===== src/rtl/bcd_stopwatch.sv =====
`default_nettype none
// ============================================================================
// Module   : bcd_stopwatch
// Purpose  : Decimal BCD stopwatch counting synchronised tick_clk rising edges
//            in the clock_in domain. Optional lap hold is enabled by the
//            macro BCD_STOPWATCH_LAP_HOLD_EN.
// Revision : 1.0 - initial release
// ============================================================================
module bcd_stopwatch #(
  parameter int DIGITS      = 4,
  parameter int SYNC_STAGES = 2
) (
  input  logic                clock_in,
  input  logic                reset_n,
  input  logic                tick_clk,
  input  logic                start_stop,
  input  logic                clear,
`ifdef BCD_STOPWATCH_LAP_HOLD_EN
  input  logic                lap,
`endif
  output logic [4*DIGITS-1:0] bcd,
  output logic                running,
  output logic                overflow
);

  typedef enum logic [1:0] {
    ST_IDLE  = 2'd0,
    ST_RUN   = 2'd1,
    ST_PAUSE = 2'd2
  } state_t;

  state_t                r_state;
  state_t                w_state_next;
  logic [SYNC_STAGES-1:0] r_sync;
  logic                  r_prev;
  logic                  r_tick_pulse;
  logic                  w_tick_rise;
  logic [4*DIGITS-1:0]   r_count;
  logic [4*DIGITS-1:0]   w_count_inc;
  logic                  w_wrap;
  logic                  w_count_en;
  logic                  r_running;
  logic                  r_overflow;

  // tick_clk is only ever sampled; its rising edge becomes a one-cycle enable
  assign w_tick_rise = r_sync[SYNC_STAGES-1] & ~r_prev;

  always_ff @(posedge clock_in or negedge reset_n) begin
    if (!reset_n) begin
      r_sync       <= '0;
      r_prev       <= 1'b0;
      r_tick_pulse <= 1'b0;
    end else begin
      r_sync       <= {r_sync[SYNC_STAGES-2:0], tick_clk};
      r_prev       <= r_sync[SYNC_STAGES-1];
      r_tick_pulse <= w_tick_rise;
    end
  end

  always_comb begin
    w_state_next = r_state;
    if (clear) begin
      w_state_next = ST_IDLE;
    end else if (start_stop) begin
      case (r_state)
        ST_IDLE:  w_state_next = ST_RUN;
        ST_RUN:   w_state_next = ST_PAUSE;
        ST_PAUSE: w_state_next = ST_RUN;
        default:  w_state_next = ST_IDLE;
      endcase
    end
  end

  // Ripple-carry decimal increment; carry out of the top digit means wrap
  always_comb begin
    logic v_carry;
    v_carry     = 1'b1;
    w_count_inc = r_count;
    for (int i = 0; i < DIGITS; i++) begin
      if (v_carry) begin
        if (r_count[4*i +: 4] == 4'd9) begin
          w_count_inc[4*i +: 4] = 4'd0;
        end else begin
          w_count_inc[4*i +: 4] = r_count[4*i +: 4] + 4'd1;
          v_carry               = 1'b0;
        end
      end
    end
    w_wrap = v_carry;
  end

  assign w_count_en = r_tick_pulse & (r_state == ST_RUN);

  always_ff @(posedge clock_in or negedge reset_n) begin
    if (!reset_n) begin
      r_state    <= ST_IDLE;
      r_running  <= 1'b0;
      r_count    <= '0;
      r_overflow <= 1'b0;
    end else begin
      r_state   <= w_state_next;
      r_running <= (w_state_next == ST_RUN);
      if (clear) begin
        r_count    <= '0;
        r_overflow <= 1'b0;
      end else if (w_count_en) begin
        r_count <= w_count_inc;
        if (w_wrap) begin
          r_overflow <= 1'b1;
        end
      end
    end
  end

`ifdef BCD_STOPWATCH_LAP_HOLD_EN
  logic                r_hold;
  logic [4*DIGITS-1:0] r_snap;

  always_ff @(posedge clock_in or negedge reset_n) begin
    if (!reset_n) begin
      r_hold <= 1'b0;
      r_snap <= '0;
    end else if (clear) begin
      r_hold <= 1'b0;
    end else if (lap && (r_state != ST_IDLE)) begin
      if (!r_hold) begin
        r_hold <= 1'b1;
        r_snap <= r_count;
      end else begin
        r_hold <= 1'b0;
      end
    end
  end

  assign bcd = r_hold ? r_snap : r_count;
`else
  assign bcd = r_count;
`endif

  assign running  = r_running;
  assign overflow = r_overflow;

endmodule
`default_nettype wire

===== config.mk =====
export PLATFORM = sky130hd
export DESIGN_NAME = bcd_stopwatch
export DESIGN_NICKNAME = d
export VERILOG_FILES = /design/src/rtl/bcd_stopwatch.sv
export SDC_FILE = /design/constraint.sdc
export NUM_CORES = 1
export LEC_CHECK = 0
export CAP_MARGIN = 20
export CELL_PAD_IN_SITES_DETAIL_PLACEMENT = 1
export CELL_PAD_IN_SITES_GLOBAL_PLACEMENT = 1
export CORE_UTILIZATION = 30
export CTS_CLUSTER_DIAMETER = 200
export DETAILED_ROUTE_END_ITERATION = 16
export DONT_BUFFER_PORTS = 1
export PLACE_DENSITY_LB_ADDON = 0.1
export SLEW_MARGIN = 10
export SYNTH_ARGS = -nofsm -noshare
export SYNTH_HDL_FRONTEND = slang
export SYNTH_SLANG_ARGS = --single-unit

===== constraint.sdc =====
create_clock -name clock_in -period 1.68 [get_ports clock_in]
set_clock_uncertainty 0.2 [all_clocks]
set_input_delay 0.252 -clock clock_in [delete_from_list [all_inputs] [get_ports clock_in]]
set_output_delay 0.252 -clock clock_in [all_outputs]
set_load 0.05 [all_outputs]

; ---- Yosys cells after proc, flatten, opt, wreduce, memory -nomap -nowiden
; Index checks and enable logic that the tools add are counted.
[totals]
register_bits = 24
latch_bits = 0
ramBits = 0
mem_bits_ro = 0
inputBits = 5
out_inout_bits = 18
word_cells = 57
memories = 0
[classes]
n_addsub = 4
mul = 0
n_div = 0
magnitude_cmp = 0
eq_ne = 7
shifts = 0
muxes = 22
bitwise_logic = 3
reduce_logical = 11
[ops]
columns = operator, n
row1 = $mux 16, 2
row2 = $mux 4, 7
row3 = $add 4x1->4 const B, 4
row4 = $eq 4x4->1 const B, 4
row5 = $mux 1, 10
row6 = $reduce_bool 2->1, 5
row7 = $reduce_and 2->1, 4
row8 = $eq 2x1->1 const B, 2
row9 = $mux 2, 2
row10 = $pmux 2 s2, 1
row11 = $and 1x1->1, 2
row12 = $eq 2x2->1 const B, 1
row13 = $logic_not 2->1, 1
row14 = $reduce_or 2->1, 1
row15 = $not 1->1, 1

; ---- Depth between registers and ports, before layout
[logic_depth]
depth_word = 8
mapped_depth = 7
mapped_depth_nobuf = 6

; ---- Least setup slack after synthesis
; OpenSTA, ideal clock, no wires.
[synth_path]
path_kind = register -> register
startpoint = register r_count[0], in the netlist bcd[0]
endpoint = register r_count[7], in the netlist bcd[7]
setup_time_ns = 0.070
arrival_ns = 1.840
required_time_ns = 1.410
path_slack_ns = -0.430
path_stages_with_launch = 7
n_path_buf = 1
synth_period_minus_slack_ns = 2.110
path_cell_list = dfrtp_1 ha_1 and3b_1 buf_6 a21oi_4 or4_1 nand3_1
[synth_via]
elab_chain_len = 4
[synth_rtl]
columns = element, line_no
row1 = "start, declared", 38  ; logic [4*DIGITS-1:0] r_count;
row2 = "start signal, assigned", 107  ; r_count <= w_count_inc;
row3 = $eq 4x4->1, 81  ; if (r_count[4*i +: 4] == 4'd9) begin
row4 = $mux 1, 81
row5 = $reduce_bool 2->1 (no line), n/a
row6 = $reduce_and 2->1 (no line), n/a
; No other way between the ends.
; A chain may end at the register's enable or synchronous reset.

; ---- Worst setup path in the final report
[layout_path]
startpoint = register r_count[1], in the netlist bcd[1]
endpoint = register r_count[12], in the netlist bcd[12]
[layout_via]
elab_chain_len = 6
[layout_rtl]
columns = element, line_no
row1 = $eq 4x4->1, 81
row2 = $mux 1, 81
row3 = $mux 1 (2 in a row), 80  ; if (v_carry) begin
row4 = $reduce_bool 2->1 (no line), n/a
row5 = $reduce_and 2->1 (no line), n/a
; No other way between the ends.

==> summary.md <==
| Metric | Value |
|---|---|
| Outcome | finished, violations left |
| Violated checks | negative hold slack, negative setup slack |
| Crit path required time | 1.68 ns |
| Initial antenna violation count | 0 |
| Worst IR Drop VDD | 0.266 mV |
| First-pass GRT wire length | 5.31 mm |
| Sequential share of the synthesized area | 47.9% |
| Most frequent cell after synthesis | dfrtp_1 |
| Crit Path Max Fanout | 4 |
| Layout Nets | 166 |
| Top FF cell, synth | dfrtp_1 |
| Final hold slack | -0.162 ns |
| Vias in the first global route | 1097 |
| Chip Height | 66.7 um |
| Chip width | 66.7 um |
| Worst setup path endpoint | bcd[12]$_DFFE_PN0P_ |
| Port-buffer cells | 0 |
| # Max-Cap Violations | 0 |
| Fmax | 541 MHz |
| Most common library cells after synthesis | dfrtp_1, nand2_1, ha_1, nor2_1 |
| Die area | 4450 um^2 |
| Worst setup EP type | flop |
| R2R Setup Slk | -0.17 ns |
| Final ANT Viol Nets | 0 |
| Tmin final | 1.85 ns |
| # DRC | 0 |
| Worst path slowest cell | dfrtp_2 |
| CP Buf/Inv Count | 2 |
| Worst stage delay on the critical path | 0.42 ns |
| Setup Total Neg Slack | -1.17 ns |
| Setup bufs post-CTS | 0 |
| Area share of the largest cell type after synthesis | 47.9% |
| Total number of vias | 1036 |
| CTS Buf Count | 3 |
| Post-Route WL | 3.13 mm |
| Row count | 23 |
| Ys async rst share | 100% |
| Ports | 23 |
| Hold crit path type | input port to flop |
| Vias/cell | 5.13 |
| Critical Path Stages | 7 |
| Relative slew slack | 68.1% |
| Seq pwr share | 48.9% |
| H-tree levels | 1 |
| CP arrival | 1.85 ns |
| NetSw | 0.380 mW |
| Clk sink count | 24 |
| Post-synth top area cell | dfrtp_1 |
| YS warnings | 0 |
| Crit. Startpoint | bcd[1]$_DFFE_PN0P_ |
| Worst setup SP type | flop |
| Worst skew pair latency | 0.27 ns |
| Synth Instances | 122 |
| Largest net degree at the start of global routing | 26 |
| Unrepaired setup endpoints after global routing | true |
| Total congestion overflow | 0 |
| Area growth, synth to finish | 35.5% |
| Tot GR Track Use | 16.2% |
| Detailed placement HPWL | 2.23 mm |
| Pint | 0.912 mW |
| PwrDens | 760 nW/um^2 |
| Post-synthesis sequential element count | 24 |
| Share of layout cells above drive strength 1 | 40.1% |
| Antenna Cells | 0 |
| Family with the most delay on the worst path | simple AND/OR/NAND/NOR gates |
| FF-to-FF End | bcd[12]$_DFFE_PN0P_ |
| Slew Limit Fails | 0 |
| Number of synthesized flops with an enable pin | 0 |
| Critical-path cell list | inv_2 -> ha_4 -> and3b_2 -> buf_4 -> o2111ai_4 -> or3_1 -> a21oi_2 |
| Clock Power Share | 31.4% |
| Synth cell types | 34 |
| Sw Ratio | 29.4% |
| Worst r2r src | bcd[1]$_DFFE_PN0P_ |
| GP Congestion | 0.760 |
| Drt wl/cell | 15.5 um |
| Syn Area/Cell | 10.3 um^2 |
| 1st-iter DRT viols | 41 |
| Crit Path Category | flop to flop |
| Initial core utilization | 31.4% |
| Measured slew at the worst slew-check pin | 0.478 ns |
| Number of endpoints failing setup at the final stage | 12 |
| Fin. Hold Viols | 14 |
| Hold-fix buffers, CTS | 5 |
| Core box area | 4000 um^2 |
| Area of the mapped netlist | 1250 um^2 |
| CTS Root Cell | clkbuf_8 |
| CTS tree | done |
| Total iterations of the first detailed-routing run | 4 |
| R2R cell count | 7 |
| Setup ws final | -0.168 ns |
| Final Cycle Share | 110% |
| Leakage | 0.759 nW |
| Ranking of synthesized cells by area | dfrtp_1, ha_1, nand2_1 |
| Final Core Density | 42.5% |
| Clock transition at the registers of the reported paths | 0.09 ns |
| CTS Buffer Depth | 2 |
| Syn_nets | 135 |
| Comb pwr share | 19.6% |
==> power groups by stage <==
| stage | Clock, mW | Combinational [mW] | Sequential [mW] |
|---|---|---|---|
| 2_1_floorplan | 0 | 0.0748 | 0.723 |
| 4_1_cts | 0.422 | 0.250 | 0.633 |
| 3_5_place_dp | 0 | 0.216 | 0.645 |
| 5_1_grt | 0.443 | 0.275 | 0.638 |
| 6_report | 0.406 | 0.253 | 0.632 |
| 3_3_place_gp | 0 | 0.211 | 0.644 |
==> registers in the layout (all words and copies together) (netlist names) <==
register,cells
r_prev,1
overflow,1
running,1
r_state,2
bcd,16
r_sync,2
r_tick_pulse,1
==> metal layers <==
layer  vias up  GRT usage, %  routed length, um
li1        497             -                  -
met4         0          6.38                 52
met5         -             0                  0
met2        17          27.0               1460
met1       517          20.0               1500
met3         5          3.94                120
==> stage by stage <==
stage	hold WS, ns	cell area, um^2	total power, mW	worst slack [ns]	std cells
final	-0.162	1700	1.29	-0.168	202
after global routing	-0.194	1700	1.36	-0.249	202
after CTS	-0.185	1670	1.30	-0.175	202
after detailed placement	-0.243	1520	0.860	-0.191	193
after global placement	-0.243	1520	0.854	-0.139	193
after floorplan	-0.244	1280	0.797	-0.232	122
==> how the worst min path moves through the flow <==
stage / startpoint / to / slack (ns) / cells past startpoint
2_1_floorplan: reset_n / bcd[0]$_DFFE_PN0P_ / -0.24 / 0
3_3_place_gp: reset_n / bcd[9]$_DFFE_PN0P_ / -0.24 / 0
3_5_place_dp: reset_n / bcd[9]$_DFFE_PN0P_ / -0.24 / 0
4_1_cts: clear / bcd[13]$_DFFE_PN0P_ / -0.18 / 1
5_1_grt: clear / bcd[13]$_DFFE_PN0P_ / -0.19 / 1
6_report: clear / bcd[13]$_DFFE_PN0P_ / -0.16 / 1
==> final cells by class <==
cell class	count	area (um^2)
inverters	5	18.8
multi-input cells	87	674
clock buffers	4	55.1
flip-flops and latches	24	611
fillers	462	2300
repair buffers	32	279
well taps	50	62.6
==> kinds of logic after synthesis <==
group           Yosys count  synth area share, %
compound gates           25                 15.7
xor+xnor                  1                0.698
fa+ha+maj                 8                 7.98
buf+inv                  11                 4.79
flops                    24                 47.9
mux                       1                0.897
simple gates             52                 22.1
==> layout by cell type, fill, tap and decap left out, types with 5 or more instances in the layout <==
| cell type | netlist | final |
|---|---|---|
| nor2_1 | 8 | 7 |
| ha_1 | 8 | 7 |
| nand2_1 | 15 | 15 |
| dfrtp_1 | 24 | 16 |
| nand3_1 | 6 | 6 |
| buf_4 | 2 | 25 |
| o21ai_0 | 6 | 5 |
| dfrtp_2 | 0 | 8 |
==> timing repair <==
action                                  4_1_cts  5_1_grt
hold endpoints to repair                     41       14
endpoints found under the setup margin       13       15
pin swaps                                     2        0
resized for setup                             8        7
No activity file was read; power rests on OpenSTA's default activity.
